--- config.mk ---
export PLATFORM = sky130hd
export DESIGN_NAME = issue_sched
export DESIGN_NICKNAME = d
export VERILOG_FILES = /design/src/rtl/issue_sched.sv
export SDC_FILE = /design/constraint.sdc
export NUM_CORES = 1
export LEC_CHECK = 0
export BUFFER_PORTS_ARGS = -buffer_cell sky130_fd_sc_hd__buf_2
export CAP_MARGIN = 20
export CORE_MARGIN = 2
export CORE_UTILIZATION = 43
export CTS_CLUSTER_SIZE = 16
export DETAILED_ROUTE_END_ITERATION = 8
export PLACE_DENSITY = 0.65
export SKIP_CTS_REPAIR_TIMING = 1
export SYNTH_ARGS = -nofsm -noshare
export SYNTH_HDL_FRONTEND = slang
export SYNTH_SLANG_ARGS = --single-unit
--- constraint.sdc ---
create_clock -name CLK -period 13.9 [get_ports CLK]
set_input_delay 2.085 -clock CLK [delete_from_list [all_inputs] [get_ports CLK]]
set_output_delay 2.085 -clock CLK [all_outputs]
set_load 0.02 [all_outputs]
--- src/rtl/issue_sched.sv ---
// issue_sched: scoreboard issue scheduler, one functional-unit status entry per FU.
// Each entry holds producer tags, wakes on writeback, ages while waiting, and the
// oldest ready entry issues through a registered issue port (one per cycle).
//
// Ports:
//   CLK, nRST      clock, asynchronous active-low reset
//   disp_*         dispatch request: target entry, NSRC producer tags, payload
//   disp_ready     per-entry acceptance (combinational from state and wb_valid)
//   wb_valid       per-FU writeback strobes (wake tags, free EX entries)
//   freeze         hold issue outputs and block selection
//   flush          squash all entries and drop the issue strobe
//   issue_*        registered issue strobe, entry index and payload
//   busy           per-entry "not EMPTY"
//   issued_cnt     issues counted (ISSUE_PERF_CNT_EN), else 0
//   stall_cnt      cycles with a ready entry but no issue (ISSUE_PERF_CNT_EN), else 0
//
// Optional feature macro: ISSUE_PERF_CNT_EN enables the two perf counters.
module issue_sched #(
  parameter int unsigned NUM_FU    = 5,
  parameter int unsigned NSRC      = 3,
  parameter int unsigned TAG_W     = 3,
  parameter int unsigned AGE_W     = 4,
  parameter int unsigned PAYLOAD_W = 64,
  localparam int unsigned FU_W     = (NUM_FU > 1) ? $clog2(NUM_FU) : 1
) (
  input  logic                  CLK,
  input  logic                  nRST,
  input  logic                  disp_valid,
  input  logic [FU_W-1:0]       disp_fu,
  input  logic [NSRC*TAG_W-1:0] disp_tags,
  input  logic [PAYLOAD_W-1:0]  disp_payload,
  output logic [NUM_FU-1:0]     disp_ready,
  input  logic [NUM_FU-1:0]     wb_valid,
  input  logic                  freeze,
  input  logic                  flush,
  output logic                  issue_valid,
  output logic [FU_W-1:0]       issue_fu,
  output logic [PAYLOAD_W-1:0]  issue_payload,
  output logic [NUM_FU-1:0]     busy,
  output logic [31:0]           issued_cnt,
  output logic [31:0]           stall_cnt
);

  typedef enum logic [1:0] {EMPTY, WAIT, RDY, EX} ent_state_t;

  ent_state_t            state_q   [NUM_FU];
  ent_state_t            state_d   [NUM_FU];
  logic [NSRC*TAG_W-1:0] tags_q    [NUM_FU];
  logic [NSRC*TAG_W-1:0] tags_d    [NUM_FU];
  logic [NSRC*TAG_W-1:0] tags_wk   [NUM_FU];
  logic [AGE_W-1:0]      age_q     [NUM_FU];
  logic [AGE_W-1:0]      age_d     [NUM_FU];
  logic [PAYLOAD_W-1:0]  payload_q [NUM_FU];
  logic [PAYLOAD_W-1:0]  payload_d [NUM_FU];

  logic [NSRC*TAG_W-1:0] disp_tags_wk;
  logic                  sel_valid;
  logic [FU_W-1:0]       sel_idx;
  logic [AGE_W-1:0]      sel_age;
  logic                  issue_go;

  // Clear every tag whose producer FU writes back this cycle (tag k <-> FU k-1).
  function automatic logic [NSRC*TAG_W-1:0] wake(input logic [NSRC*TAG_W-1:0] t,
                                                 input logic [NUM_FU-1:0]     wb);
    logic [NSRC*TAG_W-1:0] r;
    r = t;
    for (int unsigned s = 0; s < NSRC; s++) begin
      for (int unsigned k = 0; k < NUM_FU; k++) begin
        if (wb[k] && (t[s*TAG_W +: TAG_W] == TAG_W'(k + 1))) begin
          r[s*TAG_W +: TAG_W] = '0;
        end
      end
    end
    return r;
  endfunction

  // Oldest-ready-first: strict '>' keeps the lowest index on equal ages.
  always_comb begin
    sel_valid = 1'b0;
    sel_idx   = '0;
    sel_age   = '0;
    for (int unsigned i = 0; i < NUM_FU; i++) begin
      if (state_q[i] == RDY && (!sel_valid || age_q[i] > sel_age)) begin
        sel_valid = 1'b1;
        sel_idx   = FU_W'(i);
        sel_age   = age_q[i];
      end
    end
  end

  assign issue_go = sel_valid && !freeze && !flush;

  // State register
  always_ff @(posedge CLK or negedge nRST) begin
    if (!nRST) begin
      for (int unsigned i = 0; i < NUM_FU; i++) begin
        state_q[i]   <= EMPTY;
        tags_q[i]    <= '0;
        age_q[i]     <= '0;
        payload_q[i] <= '0;
      end
    end else begin
      for (int unsigned i = 0; i < NUM_FU; i++) begin
        state_q[i]   <= state_d[i];
        tags_q[i]    <= tags_d[i];
        age_q[i]     <= age_d[i];
        payload_q[i] <= payload_d[i];
      end
    end
  end

  // Next-state logic
  always_comb begin
    disp_tags_wk = wake(disp_tags, wb_valid);
    for (int unsigned i = 0; i < NUM_FU; i++) begin
      tags_wk[i]   = wake(tags_q[i], wb_valid);
      state_d[i]   = state_q[i];
      tags_d[i]    = tags_q[i];
      age_d[i]     = age_q[i];
      payload_d[i] = payload_q[i];
      if (flush) begin
        state_d[i] = EMPTY;
        age_d[i]   = '0;
      end else if (disp_valid && disp_fu == FU_W'(i) && disp_ready[i]) begin
        // Also covers EX freeing on this cycle's writeback: the new load wins.
        tags_d[i]    = disp_tags_wk;
        payload_d[i] = disp_payload;
        state_d[i]   = (disp_tags_wk == '0) ? RDY : WAIT;
        age_d[i]     = '0;
      end else begin
        case (state_q[i])
          WAIT, RDY: begin
            tags_d[i] = tags_wk[i];
            if (issue_go && sel_idx == FU_W'(i)) begin
              state_d[i] = EX;
              age_d[i]   = '0;
            end else begin
              state_d[i] = (tags_wk[i] == '0) ? RDY : WAIT;
              age_d[i]   = (age_q[i] == '1) ? age_q[i] : age_q[i] + AGE_W'(1);
            end
          end
          EX: begin
            age_d[i] = '0;
            if (wb_valid[i]) state_d[i] = EMPTY;
          end
          default: age_d[i] = '0;
        endcase
      end
    end
  end

  // Output logic
  always_comb begin
    for (int unsigned i = 0; i < NUM_FU; i++) begin
      disp_ready[i] = (state_q[i] == EMPTY) || (state_q[i] == EX && wb_valid[i]);
      busy[i]       = (state_q[i] != EMPTY);
    end
  end

  // Registered issue port; freeze holds everything including issue_valid.
  always_ff @(posedge CLK or negedge nRST) begin
    if (!nRST) begin
      issue_valid   <= 1'b0;
      issue_fu      <= '0;
      issue_payload <= '0;
    end else if (flush) begin
      issue_valid <= 1'b0;
    end else if (!freeze) begin
      issue_valid <= sel_valid;
      if (sel_valid) begin
        issue_fu      <= sel_idx;
        issue_payload <= payload_q[sel_idx];
      end
    end
  end

`ifdef ISSUE_PERF_CNT_EN
  logic any_rdy;

  always_comb begin
    any_rdy = 1'b0;
    for (int unsigned i = 0; i < NUM_FU; i++) begin
      if (state_q[i] == RDY) any_rdy = 1'b1;
    end
  end

  always_ff @(posedge CLK or negedge nRST) begin
    if (!nRST) begin
      issued_cnt <= '0;
      stall_cnt  <= '0;
    end else begin
      if (issue_go) issued_cnt <= issued_cnt + 32'd1;
      if (any_rdy && !issue_go) stall_cnt <= stall_cnt + 32'd1;
    end
  end
`else
  assign issued_cnt = '0;
  assign stall_cnt  = '0;
`endif

endmodule

## Word level (Yosys, flattened, before mapping)

Index checks and enable logic that the tools add are counted.

| cells by class | value |
|---|---|
| bitwise gates (word level) | 3 |
| equality and inequality tests | 129 |
| mux-type cells | 174 |
| reductions and logical operators | 180 |
| add/sub/neg operators | 5 |
| $lt $le $gt $ge | 5 |

Operator list:

| cell | number |
|---|---|
| 3-bit 2-to-1 mux | 93 |
| 64-bit binary-select mux with 3-bit select | 1 |
| 64-bit 2-to-1 mux | 2 |
| 3-bit by 2-bit == test with 1-bit output, second input constant | 40 |
| 1-bit logical AND | 116 |
| 4-bit 2-to-1 mux | 29 |
| 3-bit == test, second input constant | 38 |
| 9-bit 2-to-1 mux | 10 |
| 3-bit by 1-bit == test with 1-bit output, second input constant | 20 |
| 9-bit zero test | 6 |
| 2-bit 2-to-1 mux | 26 |
| 2-bit AND reduction | 15 |
| 5-bit inequality test, second input constant | 5 |
| 4-bit by 1-bit adder with 4-bit output, second input constant | 5 |
| 2-bit == test, second input constant | 10 |
| 4-bit == test, second input constant | 5 |
| 4-bit inequality test, second input constant | 5 |
| 2-bit one-hot mux with 2 select lines | 5 |
| 2-bit nonzero test | 10 |
| 4-bit nonzero test | 5 |
| 4-bit > comparator | 4 |
| 2-bit by 1-bit == test with 1-bit output, second input constant | 5 |
| 2-bit zero test | 5 |
| 2-bit OR reduction | 5 |
| other kinds (9) | 31 |

| word-level totals | value |
|---|---|
| output and inout port bits | 142 |
| logic and storage cells | 519 |
| input port bits | 86 |
| register bits after elaboration | 463 |

## Logic depth before layout (Yosys ltp)

Gate-level depths: netlist of run 1.

| depth | value |
|---|---|
| word-level depth | 25 |
| depth in mapped cells | 36 |
| depth with buffers taken out | 27 |

## Least setup slack after synthesis of run 1

OpenSTA, ideal clock, no wires.

| path | value |
|---|---|
| kind | register to register |
| start point | register state_q[8] (netlist bit) |
| end point | register issue_payload[47] |
| stages on the path, launching flop included | 36 |
| path buffers | 9 |
| period minus slack after synthesis | 7.204 ns |
| path slack | 6.696 ns |
| arrival | 7.135 ns |
| setup time | 0.069 ns |
| data required time | 13.831 ns |
| path through | dfrtp_1 -> inv_1 -> ha_1 -> buf_2 -> nand2_1 -> ha_1 -> and4_1 -> buf_2 -> nand2_1 -> o211a_1 -> buf_2 -> mux2_2 -> ha_1 -> a211oi_1 -> a21o_1 -> clkbuf_1 -> nor2_1 -> a21o_1 -> ha_1 -> nand3_1 -> o221ai_1 -> a21o_1 -> buf_2 -> clkbuf_1 -> nand2_1 -> o21a_1 -> ha_1 -> and4b_1 -> a211o_1 -> a31o_2 -> buf_4 -> nor4_4 -> buf_2 -> buf_4 -> nand2_1 -> nand3_1 |

| on the way | value |
|---|---|
| longest elaborated chain between the ends | 22 |
| elaborated cells between the ends (all ways) | 35 |
| those cells by class | order compare (4); eq/ne (1); mux (16); bitwise (1); reduce/logical (13) |

Ends and longest elaborated chain:

| element | RTL line | text |
|---|---|---|
| start: declaration | 46 | `ent_state_t state_q [NUM_FU];` |
| start signal: indexed assignment | 104 | `state_q[i] <= state_d[i];` |
| 2-bit == test (*) | 83 | `if (state_q[i] == RDY && (!sel_valid \|\| age_q[i] > sel_age)) begin` |
| 4-bit 2-to-1 mux or 1-bit 2-to-1 mux (tied branches) | 83 |  |
| 4-bit > comparator or 1-bit zero test (tied branches) | 83 |  |
| 1-bit logical OR | 83 |  |
| 1-bit logical AND | 83 |  |
| 4-bit 2-to-1 mux or 1-bit 2-to-1 mux (tied branches) | 83 |  |
| 4-bit > comparator or 1-bit zero test (tied branches) | 83 |  |
| 1-bit logical OR | 83 |  |
| [... 5 more ...] | - |  |
| 4-bit 2-to-1 mux or 1-bit 2-to-1 mux (tied branches) | 83 |  |
| 4-bit > comparator or 1-bit zero test (tied branches) | 83 |  |
| 1-bit logical OR | 83 |  |
| 1-bit logical AND | 83 |  |
| 3-bit 2-to-1 mux | 83 |  |
| 3-bit NOT with 4-bit output (not written as such) | 172 | `issue_payload <= payload_q[sel_idx];` |
| 64-bit binary-select mux with 3-bit select | 172 |  |
| 64-bit 2-to-1 mux (not written as such) (2 in a row) | 172 |  |
| end signal: assignment | 172 |  |
| end: declaration | 38 | `output logic [PAYLOAD_W-1:0] issue_payload,` |

Mark *: on every way between the ends. The rest lies on a longest branch, timed or not. The select of a mux whose other input is x is not followed.
A chain may end at the register's enable or synchronous reset.

## Worst setup path after layout of run 1

| path | value |
|---|---|
| start point | register state_q[8] (netlist bit) |
| end point | register issue_payload[4] |

The elaborated chain is that of the path after synthesis.

==> results.tsv, run 1 <==
stage	metric	value	unit
floorplan	Starting Density	43.6	%
yosys	Post-synth EDFFs	0	
worst_hold_path	Min-Delay Endpoint	payload_q[94]	
worst_setup_path	CP startpoint kind	register	
global_routing	GRT Total Usage	22.3	%
placed_design	IO buf count	163	
yosys	Async SR Flop Fraction	100	%
cells_and_area	commonest non-fill, non-tap cell in the layout	dfrtp_1	
timing	Fin Hold WS	0.482	ns
timing	Tmin final	10.27	ns
pwr	switching share of power	31.2	%
cells_and_area	Post-Layout Inst Area	0.0254	mm2
route	DR WL/cell	21.7	um
pwr	post-route total power	0.00473	W
pwr	leakage power	11.2	nW
global_routing	met2 usage	36.5	%
worst_setup_path	CP startpoint	state_q[8]	
pwr	internal power contribution	0.00325	W
timing	Final Cycle Share	73.9	%
yosys	Ys Warns	0	
worst_setup_path	R2R setup slack	3.63	ns
cells_and_area	most frequent cells in the layout	dfrtp_1 (463), mux2_2 (317), nand2_1 (179), buf_2 (163), nand3_1 (126)	
cells_and_area	P&R area growth vs syn	13.0	%
clock_network	clk slew on worst S/H paths	0.06	ns
timing	unrepaired setup endpoints after global routing	false	
worst_setup_path	worst reg2reg path endpoint	issue_payload[4]	
clock_network	CTS sink cnt	463	
worst_setup_path	CP max FO	49	
yosys	syn avg cell area	11.5	um2
worst_hold_path	hold path startpoint	payload_q[94]	
worst_setup_path	r2r startpoint	state_q[8]	
worst_setup_path	Crit-path slowest cell	a21o_1	
floorplan	die height	233	um
global_routing	pin count of the biggest net entering global routing	108	
clock_network	clk root buf	clkbuf_16	
route	DR vias/cell	5.88	
worst_setup_path	reg2reg path depth	29	
yosys	Yosys top cell by area	dfrtp_1	
worst_setup_path	crit end category	register	
cells_and_area	Multi-input gate area	0.00999	mm2
timing	fmax	0.0974	GHz
global_routing	met3 usage	5.37	%
timing	final hold vios	0	
floorplan	I/O pins	228	
timing	slew margin rel.	26.3	%
worst_setup_path	Worst path max stage delay	0.76	ns
placed_design	dpl ws	3.55	ns
route	residual antenna-violating net count after detailed routing	0	
yosys	Synth Cell Area	0.0225	mm2
placed_design	RD Place Congestion	0.850	
timing	Fin Setup TNS	0	ns
route	DRT Pass-1 Iters	7	
job	MaxCap Viol Count	0	
yosys	#FFs+latches synth	463	
cells_and_area	Seq. cell area	0.0116	mm2
worst_setup_path	CP Class	register to register	
timing	Slew Viols, Final	0	
cells_and_area	ratio of cells with drive above 1 in the final layout	29.3	%
yosys	dominant cells by area after synthesis	dfrtp_1 (52%), mux2_2 (16%), nand2_1 (3.0%)	
global_routing	gr busiest metal	met2	
route	vias post-DR	16400	
clock_network	clock buffer count from CTS	49	
timing	Worst Tran Pin Value	1.11	ns
timing	Final WS setup	3.63	ns
worst_setup_path	CP most frequent cell	ha_1	
pwr	clock share of power	28.9	%
worst_hold_path	worst hold path class	register to register	
pwr	pwr/cell area	186	mW/mm2
clock_network	Clk Latency, worst-skew pair	0.60	ns
route	Initial DRC Count	1440	
cells_and_area	nets@finish	2190	
floorplan	Die ar.	0.0541	mm2
placed_design	hpwl dp	35500	um
worst_hold_path	hold path depth	2	
route	Detailed Route WL	60500	um
floorplan	die width	233	um
outcome	status	finished, final reports clean	
yosys	Yosys top cell area share	51.6	%
global_routing	initial antenna violation count	9	
yosys	sequential area share after synthesis	51.6	%
route	DRC violations left	0	
placed_design	dpl cell area	0.0236	mm2
worst_setup_path	Crit path required time	14.39	ns
global_routing	total grt overflow	0	
timing	Worst Skew	0.0330	ns
global_routing	vias in the first global route	17000	
clock_network	CTS Buffer Depth	3	
global_routing	first-pass GRT wire length	95300	um
yosys	Gate Count Post-Synth	1951	
yosys	Yosys cell types	62	
pwr	Seq pwr share	46.3	%
pwr	Peak VDD IR	0.136	mV
timing	endpoints failing setup	0	
yosys	Top FF cell, synth	dfrtp_1	
pwr	Comb power frac	24.8	%
clock_network	H-Tree Depth	2	
cells_and_area	Filler Cell Count	4573	
global_routing	met1 track demand over resource	29.4	%
clock_network	CTS tree	yes	
worst_setup_path	Arrival @ worst endpoint	10.76	ns
floorplan	Core Area	0.0515	mm2
pwr	Psw	0.00148	W
floorplan	Rows	83	
[stage by stage]
step / utilization, % / cells
2_1_floorplan: - / 2014
3_3_place_gp: 45.9 / 2694
3_5_place_dp: 45.9 / 2694
4_1_cts: 49.2 / 2783
5_1_grt: 49.3 / 2788
6_report: 49.3 / 2788
[registers in the layout (all words and copies together) (netlist names)]
name	flops
payload_q	320
issue_payload	64
tags_q	45
age_q	20
state_q	10
issue_fu	3
issue_valid	1
[cells in the mapped netlist (all sizes together) (6+ instances only)]
master / n
nor2: 45
and3: 9
o21ai: 86
inv: 40
nand3: 126
a221oi: 11
nor4: 8
nand2: 179
buf: 121
a31oi: 8
mux2: 317
ha: 36
clkbuf: 72
nand4: 15
a22oi: 43
o21a: 10
a222oi: 54
a21oi: 27
nor2b: 9
o211ai: 8
mux2i: 58
o221ai: 17
o22a: 41
dfrtp: 463
nor3: 27
nand3b: 6
a21o: 61
[worst max-delay path by stage]
stage / cells past startpoint / to / slack (ns)
finish: 29 / issue_payload[4] / 3.63
global route: 29 / issue_payload[8] / 3.12
CTS: 28 / issue_payload[4] / 3.49
detailed placement: 28 / issue_payload[23] / 3.55
global placement: 28 / issue_payload[8] / 4.03
floorplan: 35 / issue_payload[47] / 6.70
[layout make-up]
type,instances,share of cell area (%)
Sequential cell,463,45.6
Inverter,40,0.592
Clock inverter,16,0.730
Timing Repair Buffer,196,4.31
Multi-Input combinational cell,1318,39.4
Clock buffer,73,5.98
Antenna cell,2,0.0197
Tap cell,680,3.35
[routing by layer]
| layer | vias up | part of all wire, % |
|---|---|---|
| met5 | - | 0.12 |
| met4 | 12 | 1.9 |
| met3 | 101 | 7.4 |
| met2 | 554 | 48 |
| met1 | 8425 | 43 |
| li1 | 7308 | - |
[power groups by stage]
stage | Sequential, W | Combinational [W] | Clock (W)
after global placement | 0.00217 | 0.00113 | 0
after detailed placement | 0.00220 | 0.00117 | 0
after CTS | 0.00218 | 0.00118 | 0.00139
final | 0.00219 | 0.00118 | 0.00137
after floorplan | 0.00220 | 0.000790 | 0
after global routing | 0.00225 | 0.00129 | 0.00145
[critical path, delay by kind of cell, from the launching register on]
family / cells / cell delay, ns
buf+inv: 4 / 1.51
compound gates: 10 / 4.15
flops: 1 / 0.39
fa+ha+maj: 5 / 1.73
simple gates: 9 / 1.88
mux: 1 / 0.43
[cells by family (layout without fill, tap and decap cells)]
kind of cell             after synthesis  in the layout  share of synthesized area, %
XOR/XNOR                               5              5                         0.195
buffers and inverters                233            325                          5.33
adder cells (fa/ha/maj)               36             36                          2.01
AND/OR/NAND/NOR                      451            451                          9.64
multiplexers                         375            375                          18.5
other                                  1             66                        0.0167
flip-flops                           463            463                          51.6
AO/OA/AOI/OAI                        387            387                          12.7
No activity file was read; power rests on OpenSTA's default activity.
==> inputs of run 2 (changes only) <==
clock period = 9.5 ns   (was 13.9 ns; I/O delays follow)
==> results.tsv, run 2 (same netlist as run 1, synthesis figures left out) <==
stage	metric	value	unit	change
outcome	status	finished, final reports clean		unchanged
route	DR vias/cell	5.89		was 5.88
floorplan	die width	233	um	unchanged
global_routing	initial antenna violation count	9		unchanged
worst_hold_path	hold path startpoint	payload_q[123]		was payload_q[94]
global_routing	met1 track demand over resource	29.5	%	was 29.4%
worst_setup_path	CP top delay family	compound AO/OA/AOI/OAI gates		unchanged
clock_network	CTS Buffer Depth	3		unchanged
timing	fmax	0.113	GHz	was 0.0974 GHz
clock_network	CTS sink cnt	463		unchanged
global_routing	pin count of the biggest net entering global routing	185		was 108
route	DRC violations left	0		unchanged
route	vias post-DR	16400		about the same
worst_setup_path	r2r startpoint	state_q[8]		unchanged
timing	Slew Viols, Final	0		unchanged
placed_design	IO buf count	163		unchanged
global_routing	met3 usage	4.95	%	was 5.37%
floorplan	die height	233	um	unchanged
route	DR WL/cell	21.4	um	was 21.7 um
floorplan	Die ar.	0.0541	mm2	unchanged
timing	Fin Setup TNS	0	ns	unchanged
cells_and_area	ratio of cells with drive above 1 in the final layout	29.1	%	was 29.3%
worst_setup_path	R2R setup slack	0.65	ns	was 3.63 ns
route	DRT Pass-1 Iters	7		unchanged
pwr	Psw	0.00216	W	was 0.00148 W
worst_hold_path	Min-Delay Endpoint	payload_q[123]		was payload_q[94]
route	Detailed Route WL	59700	um	was 60500 um
timing	Worst Tran Pin Value	1.12	ns	was 1.11 ns
cells_and_area	Filler Cell Count	4692		was 4573
worst_setup_path	critical path depth in cells	27		was 29
cells_and_area	Top reg by flops	payload_q		unchanged
cells_and_area	P&R area growth vs syn	12.6	%	was 13.0%
timing	slew margin rel.	25.2	%	was 26.3%
cells_and_area	most frequent cells in the layout	dfrtp_1 (463), mux2_2 (317), nand2_1 (179), buf_2 (162), nand3_1 (126)		was dfrtp_1 (463), mux2_2 (317), nand2_1 (179), buf_2 (163), nand3_1 (126)
worst_setup_path	CP Class	register to register		unchanged
pwr	pwr/cell area	270	mW/mm2	was 186 mW/mm2
timing	Final Cycle Share	93.1	%	was 73.9%
clock_network	clock buffer count from CTS	50		was 49
clock_network	clk root buf	clkbuf_16		unchanged
pwr	post-route total power	0.00684	W	was 0.00473 W
floorplan	Rows	83		unchanged
placed_design	hpwl dp	35400	um	was 35500 um
timing	Worst Skew	0.0187	ns	was 0.0330 ns
worst_setup_path	Arrival @ worst endpoint	9.37	ns	was 10.76 ns
global_routing	vias in the first global route	16600		was 17000
pwr	internal power contribution	0.00468	W	was 0.00325 W
worst_setup_path	reg2reg path depth	27		was 29
pwr	clock share of power	28.1	%	was 28.9%
worst_setup_path	CP most frequent cell	ha_1		unchanged
worst_setup_path	CP startpoint kind	register		unchanged
worst_setup_path	CP max FO	37		was 49
worst_setup_path	WP buf/inv	3		was 4
timing	final hold vios	0		unchanged
timing	endpoints failing setup	0		unchanged
pwr	leakage power	11.1	nW	was 11.2 nW
cells_and_area	commonest non-fill, non-tap cell in the layout	dfrtp_1		unchanged
job	MaxCap Viol Count	0		unchanged
global_routing	gr busiest metal	met2		unchanged
global_routing	first-pass GRT wire length	94200	um	was 95300 um
worst_hold_path	hold path depth	2		unchanged
global_routing	met2 usage	35.6	%	was 36.5%
worst_setup_path	crit end category	register		unchanged
placed_design	RD Place Congestion	0.843		was 0.850
clock_network	H-Tree Depth	2		unchanged
pwr	switching share of power	31.6	%	was 31.2%
global_routing	GRT Total Usage	22.0	%	was 22.3%
timing	Tmin final	8.85	ns	was 10.27 ns
pwr	Comb power frac	25.0	%	was 24.8%
clock_network	Clk Latency, worst-skew pair	0.60	ns	about the same
floorplan	Starting Density	43.6	%	unchanged
floorplan	I/O pins	228		unchanged
timing	unrepaired setup endpoints after global routing	false		unchanged
route	residual antenna-violating net count after detailed routing	0		unchanged
floorplan	Core Area	0.0515	mm2	unchanged
clock_network	clk slew on worst S/H paths	0.06	ns	about the same
route	Initial DRC Count	1477		was 1440
cells_and_area	nets@finish	2189		was 2190
worst_setup_path	Crit path required time	10.02	ns	was 14.39 ns
worst_hold_path	worst hold path class	register to register		unchanged
worst_setup_path	Worst path max stage delay	0.84	ns	was 0.76 ns
cells_and_area	Largest register FFs	320		unchanged
cells_and_area	largest registers	payload_q x320, issue_payload x64, tags_q x45		unchanged
pwr	Peak VDD IR	0.160	mV	was 0.136 mV
clock_network	CTS tree	yes		unchanged
worst_setup_path	worst reg2reg path endpoint	issue_payload[16]		was issue_payload[4]
pwr	Seq pwr share	46.9	%	was 46.3%
worst_setup_path	Crit-path slowest cell	nor3_4		was a21o_1
global_routing	total grt overflow	0		unchanged
==> run 2: area by class of cell <==
type | count | area, um2 | area share (%)
Inverter | 40 | 150 | 0.594
Clock inverter | 19 | 195 | 0.772
Antenna cell | 3 | 7.51 | 0.0297
Sequential cell | 463 | 11600 | 45.8
Clock buffer | 69 | 1420 | 5.63
Multi-Input combinational cell | 1318 | 9990 | 39.5
Tap cell | 680 | 851 | 3.36
Timing Repair Buffer | 194 | 1080 | 4.29
==> run 2: power groups by stage <==
stage          Clock (W)  Combinational (W)  Sequential [W]
4_1_cts          0.00196            0.00172         0.00320
3_3_place_gp           0            0.00165         0.00318
3_5_place_dp           0            0.00171         0.00322
6_report         0.00192            0.00171         0.00321
5_1_grt          0.00204            0.00189         0.00330
2_1_floorplan          0            0.00116         0.00322
==> run 2: worst max-delay path by stage <==
stage	startpoint	to	slack (ns)
finish	state_q[8]	issue_payload[16]	0.65
global route	state_q[8]	issue_payload[29]	0.14
CTS	state_q[8]	issue_payload[16]	0.79
detailed placement	state_q[8]	issue_payload[16]	0.81
global placement	state_q[8]	issue_payload[8]	1.22
floorplan	state_q[8]	issue_payload[47]	2.30
==> run 2: per-layer routing <==
layer	vias up	share of wire [%]	routed length [um]
li1	7300	-	-
met2	572	47	28100
met4	14	2.3	1400
met1	8393	43	25700
met3	125	7.4	4420
met5	-	0.13	79
==> run 2: per-stage QoR <==
stage	setup slack (ns)	utilization, %	instances	area, um2	hold slack, ns
after floorplan	2.30	-	2014	22700	0.446
after detailed placement	0.809	45.9	2695	23700	0.465
final	0.654	49.1	2786	25300	0.480
after global placement	1.22	45.9	2695	23700	0.462
after global routing	0.141	49.1	2783	25300	0.504
after CTS	0.792	49.1	2783	25300	0.482
==> run 2: tightest hold or removal path: stages, from the launching register on <==
cell	delay, ns
dfrtp_1	0.34
nand2_1	0.05
nand2_1	0.06
==> inputs of run 3 (changes only) <==
CORE_MARGIN = 3   (was 2)
==> results.tsv, run 3 (same netlist as run 1, synthesis figures left out) <==
stage	metric	value	unit	change
outcome	status	finished, final reports clean		unchanged
timing	Final Cycle Share	88.6	%	was 93.1%
cells_and_area	ratio of cells with drive above 1 in the final layout	28.8	%	was 29.1%
global_routing	initial antenna violation count	10		was 9
global_routing	total grt overflow	0		unchanged
route	Initial DRC Count	1463		was 1477
cells_and_area	largest registers	payload_q x320, issue_payload x64, tags_q x45		unchanged
clock_network	clock buffer count from CTS	50		unchanged
global_routing	GRT Total Usage	22.0	%	about the same
clock_network	Clk Latency, worst-skew pair	0.60	ns	about the same
timing	final hold vios	0		unchanged
timing	Final WS setup	1.08	ns	was 0.654 ns
placed_design	dpl cell area	0.0237	mm2	about the same
pwr	pwr/cell area	269	mW/mm2	was 270 mW/mm2
cells_and_area	post-layout util	49.2	%	was 49.1%
clock_network	H-Tree Depth	2		unchanged
timing	endpoints failing setup	0		unchanged
clock_network	CTS Buffer Depth	3		unchanged
floorplan	Starting Density	43.6	%	unchanged
floorplan	Die ar.	0.0550	mm2	was 0.0541 mm2
route	DR WL/cell	21.9	um	was 21.4 um
floorplan	Rows	83		unchanged
job	MaxCap Viol Count	0		unchanged
cells_and_area	Largest register FFs	320		unchanged
route	DR vias/cell	5.91		was 5.89
worst_setup_path	Crit path required time	10.02	ns	about the same
cells_and_area	Multi-input gate area	0.0100	mm2	was 0.00999 mm2
timing	Fin Setup TNS	0	ns	unchanged
floorplan	die width	235	um	was 233 um
clock_network	clk root buf	clkbuf_16		unchanged
route	vias post-DR	16500		was 16400
pwr	leakage power	11.1	nW	about the same
cells_and_area	most frequent cells in the layout	dfrtp_1 (463), mux2_2 (317), nand2_1 (179), buf_2 (162), nand3_1 (126)		unchanged
cells_and_area	nets@finish	2192		was 2189
floorplan	Core Area	0.0515	mm2	unchanged
worst_setup_path	CP max FO	43		was 37
timing	Slew Viols, Final	0		unchanged
clock_network	CTS tree	yes		unchanged
worst_setup_path	CP startpoint kind	register		unchanged
clock_network	CTS sink cnt	463		unchanged
placed_design	hpwl dp	35800	um	was 35400 um
worst_setup_path	CP startpoint	state_q[8]		unchanged
global_routing	vias in the first global route	16700		was 16600
timing	Worst Tran Pin Value	1.16	ns	was 1.12 ns
cells_and_area	P&R area growth vs syn	12.8	%	was 12.6%
placed_design	RD Place Congestion	0.844		was 0.843
pwr	Peak VDD IR	0.153	mV	was 0.160 mV
cells_and_area	Filler Cell Count	4596		was 4692
route	DRT Pass-1 Iters	8		was 7
cells_and_area	non-filler instance count after layout	2785		was 2786
timing	Tmin final	8.42	ns	was 8.85 ns
route	residual antenna-violating net count after detailed routing	0		unchanged
timing	Worst Skew	0.0201	ns	was 0.0187 ns
floorplan	I/O pins	228		unchanged
global_routing	first-pass GRT wire length	95500	um	was 94200 um
floorplan	die height	235	um	was 233 um
worst_setup_path	Arrival @ worst endpoint	8.94	ns	was 9.37 ns
route	DRC violations left	0		unchanged
cells_and_area	Seq. cell area	0.0116	mm2	unchanged
timing	unrepaired setup endpoints after global routing	false		unchanged
worst_setup_path	r2r startpoint	state_q[8]		unchanged
cells_and_area	Post-Layout Inst Area	0.0253	mm2	about the same
worst_setup_path	CP Class	register to register		unchanged
cells_and_area	commonest non-fill, non-tap cell in the layout	dfrtp_1		unchanged
placed_design	placed cells	2696		was 2695
global_routing	pin count of the biggest net entering global routing	158		was 185
worst_hold_path	worst hold path class	register to register		unchanged
route	Detailed Route WL	61000	um	was 59700 um
timing	fmax	0.119	GHz	was 0.113 GHz
worst_setup_path	crit end category	register		unchanged
worst_hold_path	hold path startpoint	payload_q[108]		was payload_q[123]
timing	slew margin rel.	22.5	%	was 25.2%
cells_and_area	Top reg by flops	payload_q		unchanged
clock_network	clk slew on worst S/H paths	0.06	ns	about the same
placed_design	dpl ws	1.13	ns	was 0.809 ns
placed_design	IO buf count	163		unchanged
-- run 3: routing by layer --
metal / up-vias / global-route usage [%] / share of wire (%)
met2: 551 / 35.4 / 47
met4: 10 / 7.17 / 2.5
met3: 104 / 4.91 / 7.1
met1: 8489 / 29.5 / 43
met5: - / 0 / 0.095
li1: 7305 / - / -
-- run 3: path summary, 6_finish.rpt --
check,depth (start not counted),slack [ns],endpoint
hold / removal,2,0.48,payload_q[108]
min in group asynchronous,1,0.89,tags_q[5]
setup reg to reg,27,1.08,issue_payload[23]
hold reg to reg,2,0.48,payload_q[108]
max in group asynchronous,2,7.21,payload_q[229]
setup / recovery,27,1.08,issue_payload[23]
-- run 3: critical path, stage by stage (launching register included) --
cell	delay, ns
dfrtp_1	0.38
inv_1	0.12
ha_1	0.49
nand2_1	0.14
ha_1	0.32
and4_1	0.27
nand2_1	0.08
o211a_1	0.64
mux2_2	0.43
ha_1	0.32
a211oi_1	0.50
a21o_1	0.35
nor2_1	0.07
a21o_1	0.18
ha_1	0.31
nand3_1	0.10
o221ai_1	0.41
a21o_2	0.42
nand2_1	0.10
o21a_1	0.13
ha_1	0.31
and4b_1	0.23
a211o_1	0.30
a31o_4	0.38
nor4b_4	0.28
buf_4	0.61
a222oi_1	0.23
nand3_1	0.17
-- run 3: where the power goes --
group / switching, W / internal [W]
registers: 0.000492 / 0.00271
logic: 0.000850 / 0.000867
clock network: 0.000800 / 0.00109
total: 0.00214 / 0.00467
-- run 3: through the flow --
| step | hold slack [ns] | power, W |
|---|---|---|
| floorplan | 0.446 | 0.00438 |
| global placement | 0.460 | 0.00483 |
| detailed placement | 0.469 | 0.00493 |
| CTS | 0.483 | 0.00685 |
| global route | 0.505 | 0.00720 |
| finish | 0.483 | 0.00681 |
-- run 3: final cells by class --
type	count	area share (%)
diodes	4	0.0395
clock buffers	76	5.84
clock inverters	7	0.375
inverters	40	0.593
multi-input cells	1318	39.5
flip-flops and latches	463	45.7
well taps	680	3.36
repair buffers	197	4.57
